**src/rtl/pipe_reg_pkg.sv**
```systemverilog
//------------------------------------------------------------------------------
// Module   : pipe_reg_pkg
// Purpose  : Shared constants, state type and helpers for the pipe_reg_skid
//            pipeline stage register.
// Revision : 1.0 - initial release
//------------------------------------------------------------------------------
`default_nettype none

package pipe_reg_pkg;

  // State encoding for the stage control FSM
  localparam logic [1:0] PR_EMPTY = 2'd0;
  localparam logic [1:0] PR_FULL  = 2'd1;
  localparam logic [1:0] PR_SKID  = 2'd2;

  // Width of the occupancy count (0, 1 or 2 entries)
  localparam int OCC_W = 2;

  typedef enum logic [1:0] {
    ST_EMPTY = PR_EMPTY,
    ST_FULL  = PR_FULL,
    ST_SKID  = PR_SKID
  } pr_state_e;

  // Number of held entries for a given state
  function automatic logic [OCC_W-1:0] occ_of_state(input pr_state_e st);
    logic [OCC_W-1:0] occ;
    occ = '0;
    case (st)
      ST_FULL: occ = 2'd1;
      ST_SKID: occ = 2'd2;
      default: occ = 2'd0;
    endcase
    return occ;
  endfunction

endpackage

`default_nettype wire

```
**src/rtl/pipe_reg_skid_if.sv**
```systemverilog
//------------------------------------------------------------------------------
// Module   : pipe_reg_skid_if
// Purpose  : Valid/ready handshake bundle around a pipe_reg_skid stage.
//            The stage uses the slave modport; the driving environment
//            (upstream producer + downstream consumer) uses master.
// Revision : 1.0 - initial release
//------------------------------------------------------------------------------
`default_nettype none

import pipe_reg_pkg::*;

interface pipe_reg_skid_if #(
  parameter int WIDTH = 32
);
  logic             in_valid;
  logic             in_ready;
  logic [WIDTH-1:0] in_data;
  logic             out_valid;
  logic             out_ready;
  logic [WIDTH-1:0] out_data;
  logic [OCC_W-1:0] occupancy;

  modport slave (
    input  in_valid, in_data, out_ready,
    output in_ready, out_valid, out_data, occupancy
  );

  modport master (
    output in_valid, in_data, out_ready,
    input  in_ready, out_valid, out_data, occupancy
  );
endinterface

`default_nettype wire

```
**src/rtl/pipe_reg_entry.sv**
```systemverilog
//------------------------------------------------------------------------------
// Module   : pipe_reg_entry
// Purpose  : WIDTH-bit data entry with asynchronous active-low reset to
//            RESET_VALUE, load enable and synchronous clear to RESET_VALUE.
//            Clear wins over load.
// Revision : 1.0 - initial release
//------------------------------------------------------------------------------
`default_nettype none

module pipe_reg_entry #(
  parameter int               WIDTH       = 32,
  parameter logic [WIDTH-1:0] RESET_VALUE = '0
) (
  input  logic             clk,
  input  logic             rst,
  input  logic             load,
  input  logic             clear,
  input  logic [WIDTH-1:0] d,
  output logic [WIDTH-1:0] q
);

  // Data storage: reset/clear to RESET_VALUE, otherwise load or hold
  always_ff @(posedge clk or negedge rst) begin
    if (!rst) begin
      q <= RESET_VALUE;
    end else if (clear) begin
      q <= RESET_VALUE;
    end else if (load) begin
      q <= d;
    end
  end

endmodule

`default_nettype wire

```
**src/rtl/pipe_reg_skid.sv**
```systemverilog
//------------------------------------------------------------------------------
// Module   : pipe_reg_skid
// Purpose  : Two-entry valid/ready pipeline stage register with skid buffer.
//            in_ready and out_valid are decoded from the state register only,
//            so there is no combinational path from out_ready to in_ready.
//            Optional flush port enabled by defining PIPE_REG_FLUSH_EN.
// Revision : 1.0 - initial release
//------------------------------------------------------------------------------
`default_nettype none

import pipe_reg_pkg::*;

module pipe_reg_skid #(
  parameter int               WIDTH       = 32,
  parameter logic [WIDTH-1:0] RESET_VALUE = '0
) (
  input  logic             clk,
  input  logic             rst,
`ifdef PIPE_REG_FLUSH_EN
  input  logic             flush,
`endif
  pipe_reg_skid_if.slave   bus
);

  pr_state_e        state_q;
  pr_state_e        state_d;
  logic             in_xfer;
  logic             out_xfer;
  logic             main_load;
  logic             skid_load;
  logic             main_from_skid;
  logic             flush_w;
  logic [WIDTH-1:0] main_d;
  logic [WIDTH-1:0] main_q;
  logic [WIDTH-1:0] skid_q;

`ifdef PIPE_REG_FLUSH_EN
  assign flush_w = flush;
`else
  assign flush_w = 1'b0;
`endif

  // Handshake outputs come straight from the state register
  assign bus.in_ready  = (state_q != ST_SKID);
  assign bus.out_valid = (state_q != ST_EMPTY);
  assign bus.occupancy = occ_of_state(state_q);
  assign bus.out_data  = main_q;

  assign in_xfer  = bus.in_valid  & bus.in_ready;
  assign out_xfer = bus.out_valid & bus.out_ready;

  // Refilling main from skid keeps order when the consumer drains SKID
  assign main_d = main_from_skid ? skid_q : bus.in_data;

  // State register
  always_ff @(posedge clk or negedge rst) begin
    if (!rst) begin
      state_q <= ST_EMPTY;
    end else begin
      state_q <= state_d;
    end
  end

  // Next-state and entry load decode; flush overrides every transfer
  always_comb begin
    state_d        = state_q;
    main_load      = 1'b0;
    skid_load      = 1'b0;
    main_from_skid = 1'b0;
    case (state_q)
      ST_EMPTY: begin
        if (in_xfer) begin
          main_load = 1'b1;
          state_d   = ST_FULL;
        end
      end
      ST_FULL: begin
        if (in_xfer && out_xfer) begin
          main_load = 1'b1;
        end else if (in_xfer) begin
          skid_load = 1'b1;
          state_d   = ST_SKID;
        end else if (out_xfer) begin
          state_d   = ST_EMPTY;
        end
      end
      ST_SKID: begin
        if (out_xfer) begin
          main_load      = 1'b1;
          main_from_skid = 1'b1;
          state_d        = ST_FULL;
        end
      end
      default: begin
        state_d = ST_EMPTY;
      end
    endcase
    if (flush_w) begin
      state_d   = ST_EMPTY;
      main_load = 1'b0;
      skid_load = 1'b0;
    end
  end

  pipe_reg_entry #(
    .WIDTH       (WIDTH),
    .RESET_VALUE (RESET_VALUE)
  ) u_main (
    .clk   (clk),
    .rst   (rst),
    .load  (main_load),
    .clear (flush_w),
    .d     (main_d),
    .q     (main_q)
  );

  pipe_reg_entry #(
    .WIDTH       (WIDTH),
    .RESET_VALUE (RESET_VALUE)
  ) u_skid (
    .clk   (clk),
    .rst   (rst),
    .load  (skid_load),
    .clear (flush_w),
    .d     (bus.in_data),
    .q     (skid_q)
  );

endmodule

`default_nettype wire
```
**src/flat_wrapper.sv**
```systemverilog
// flat-port wrapper written by rule: the top's interface ports become plain ports
module pipe_reg_skid_flat 
#(
  parameter int               WIDTH       = 32,
  parameter logic [WIDTH-1:0] RESET_VALUE = '0
)
  (clk, rst, bus_in_valid, bus_in_data, bus_out_ready, bus_in_ready, bus_out_valid, bus_out_data, bus_occupancy);
  pipe_reg_skid_if #(.WIDTH(WIDTH)) bus_i ();
  input  logic clk;
  input  logic rst;
  input wire logic [$bits(bus_i.in_valid)-1:0] bus_in_valid;
  input wire logic [$bits(bus_i.in_data)-1:0] bus_in_data;
  input wire logic [$bits(bus_i.out_ready)-1:0] bus_out_ready;
  output wire logic [$bits(bus_i.in_ready)-1:0] bus_in_ready;
  output wire logic [$bits(bus_i.out_valid)-1:0] bus_out_valid;
  output wire logic [$bits(bus_i.out_data)-1:0] bus_out_data;
  output wire logic [$bits(bus_i.occupancy)-1:0] bus_occupancy;
  assign bus_i.in_valid = bus_in_valid;
  assign bus_i.in_data = bus_in_data;
  assign bus_i.out_ready = bus_out_ready;
  assign bus_in_ready = bus_i.in_ready;
  assign bus_out_valid = bus_i.out_valid;
  assign bus_out_data = bus_i.out_data;
  assign bus_occupancy = bus_i.occupancy;
  pipe_reg_skid #(.WIDTH(WIDTH), .RESET_VALUE(RESET_VALUE)) u_core (.clk(clk), .rst(rst), .bus(bus_i));
endmodule
```
**config.mk**
```make
export PLATFORM = sky130hd
export DESIGN_NAME = pipe_reg_skid_flat
export DESIGN_NICKNAME = d
export VERILOG_FILES = /design/src/rtl/pipe_reg_pkg.sv /design/src/rtl/pipe_reg_skid_if.sv /design/src/rtl/pipe_reg_entry.sv /design/src/rtl/pipe_reg_skid.sv /design/src/flat_wrapper.sv
export SDC_FILE = /design/constraint.sdc
export NUM_CORES = 1
export LEC_CHECK = 0
export ABC_AREA = 1
export BUFFER_PORTS_ARGS = -buffer_cell sky130_fd_sc_hd__buf_2
export CAP_MARGIN = 30
export CORE_MARGIN = 10
export CORE_UTILIZATION = 54
export DETAILED_ROUTE_END_ITERATION = 12
export GPL_ROUTABILITY_DRIVEN = 0
export PLACE_DENSITY = 0.76
export SKIP_LAST_GASP = 1
export SYNTH_ARGS = -nofsm -noshare
export SYNTH_HDL_FRONTEND = slang
export SYNTH_HIERARCHICAL = 1
export SYNTH_SLANG_ARGS = --single-unit
export TNS_END_PERCENT = 100
```
**constraint.sdc**
```tcl
create_clock -name clk -period 1.7 [get_ports clk]
set_input_delay 0 -clock clk [delete_from_list [all_inputs] [get_ports clk]]
set_output_delay 0 -clock clk [all_outputs]
set_load 0.05 [all_outputs]
```
==> flow_summary.ini <==
[timing]
fin_crit_sh_pct = 86.8
drv_slew = 0
fin_tns_setup_ps = 0
finalCriticalPeriod_ps = 1480
rsz0062_at_grt = no
hold_slack_ps = 183
finClkSkew_ps = 5.33
hold_viol = 0
timing.fmax_mhz = 678
setup_viol = 0

[pwr]
p_sw_share_pct = 33.8
p_sw_mw = 1.35
power_mw = 4.00
p_comb_share_pct = 25.0
power.leakage_nw = 2.40
ir_drop_mv = 0.736
intPower_mw = 2.65
seqPwrFrac_pct = 43.6
p_clk_share_pct = 31.4
power_density_mw_per_mm2 = 960

[logic_synthesis]
synth.area.top_cells = dfrtp_1, nand2_1, nand3_1, buf_6, nand3_2
synth_top_area_share_pct = 49.6
synth_most_common_cell = nand2_1
yosys.area.top_type = dfrtp_1
synth_edf_count = 0
syn_avg_cell_area_sq_um = 8.13
ys_dominant_reg_cell = dfrtp_1
syn_area_sq_mm = 0.00333
ys_seq_area_share_pct = 49.6
synthArstFlopShare_pct = 100
synth-seq-cells = 66
yosysUniqueCellTypes = 15
ys_warn_count = 6
ys_top_cells_by_count = nand2_1, nand3_1, dfrtp_1, buf_6, nand3_2
syn_inst = 410

[global_routing]
grt_pass1_wl_um = 14100
grt_max_degree = 67
antenna_found_initial = 0
grt_use_met3_pct = 5.80
track_usage_pct = 17.3
overflow = 0
grt_pass1_vias = 2978
grt_most_used_layer = met2
grt_use_met2_pct = 28.9
grtUsageMet1_pct = 20.3

[clock_network]
cts_tree = yes
cts_hold_buffers = 35
cts_sinks = 66
cts-root-buf = clkbuf_8
clock_path_buffers = 2
cts_setup_buffers = 0
cts_resized = 0
cts_htree_levels = 3
path_clk_slew_ps = 70
clk-insertion-delay-late_ps = 340
numCtsBuffers = 9

[placed_design]
dpl.hpwl_um = 5070
port_buffers = 71
dp_cells = 539

[setup_path]
r2r_cells = 6
path_max_fanout = 32
r2r_slack_ps = 220
r2r_end = u_core/u_main/q[11]
end_kind = register
cp.arrival_ps = 1760
path_class = register to register
cp.required_ps = 1980
cp-start-kind = register
regToRegStartpoint = u_core/state_q[0]

[finish]
nets = 546
fin_cells = 589
num_antenna_cells = 0
drive_gt1_share_pct = 22.0
areaGrowthSynthToFinish_pct = 25.2

[route]
via_per_inst = 5.09
wire_per_inst_um = 14.3
drt_iter0_markers = 156
drc = 0
vias = 2997
firstDrtPassIters = 5
ant_nets = 0
drt-total-wl_um = 8450

[die]
die_w_um = 98.6
die_y_um = 98.6
pin_count = 72
start_util_pct = 55.9
core_area_sq_mm = 0.00596
rows = 28
die-area_sq_mm = 0.00971

[outcome]
status = completed

[flow_run]
maxCapViolCount = 0

[worst_hold_path]
hold_class = primary input to async pin
[worst max path at each step]
stage	startpoint	end	slack [ps]
CTS	u_core/state_q[0]	u_core/u_main/q[30]	210
global placement	u_core/state_q[0]	u_core/u_main/q[27]	300
detailed placement	u_core/state_q[0]	u_core/u_main/q[19]	240
finish	u_core/state_q[0]	u_core/u_main/q[11]	220
floorplan	u_core/state_q[0]	u_core/u_main/q[10]	270
global route	u_core/state_q[0]	u_core/u_main/q[13]	10
[placed cells by master (no fill, tap or decap)]
master         instances
nand2_1              199
nand3_1               87
buf_2                 71
dfrtp_1               66
dlygate4sd3_1         35
clkbuf_8              13
nand3_2               11
buf_4                  7
inv_1                  4
nor2_1                 4
conb_1                 4
inv_2                  3
buf_12                 3
nor2_4                 2
nor2_8                 2
clkinvlp_4             1
clkbuf_1               1
o21ai_0                1
[layout make-up]
| type | instances | area, sq um |
|---|---|---|
| fill | 485 | 1790 |
| sequential | 66 | 1650 |
| multi-input combinational | 310 | 1390 |
| timing repair buffer | 116 | 818 |
| clock buffer | 14 | 183 |
| tap | 75 | 93.8 |
| inverter | 7 | 26.3 |
| clock inverter | 1 | 7.51 |
[per-layer routing]
metal / wire length (um) / share of wire (%)
met1: 3560 / 42
met2: 4160 / 49
met3: 668 / 7.9
met4: 63 / 0.75
met5: 0 / 0
[worst max-delay path, cell delays in order, from the launching register on]
cell	delay [ps]
dfrtp_1	400
nand2_1	140
nand2_1	110
nand2_1	160
nor2_8	400
nand2_1	110
nand2_1	90
[power groups by stage]
stage | clock (mW) | sequential, mW | combinational, mW
floorplan | 0 | 2.03 | 0.456
global placement | 0 | 1.77 | 0.923
detailed placement | 0 | 1.77 | 0.931
CTS | 1.28 | 1.74 | 0.996
global route | 1.36 | 1.76 | 1.08
finish | 1.26 | 1.75 | 0.999
[per-stage QoR]
stage	instance area, sq um	worst slack (ps)	util, %
floorplan	3340	270	-
global placement	3630	299	60.9
detailed placement	3630	238	60.9
CTS	4170	209	70.0
global route	4170	12.3	70.0
finish	4170	224	70.0
[kinds of logic after synthesis]
| kind of cell | synth area share [%] |
|---|---|
| buffers and inverters | 9.28 |
| AND/OR/NAND/NOR | 40.9 |
| flip-flops | 49.6 |
| AO/OA/AOI/OAI | 0.150 |
| other | 0.113 |
[sequential cells by signal, indices dropped and copies added (netlist names)]
register         count
u_core/u_main/q     32
u_core/u_skid/q     32
u_core/state_q       2
Note: power is estimated with default switching activity, not from simulation.
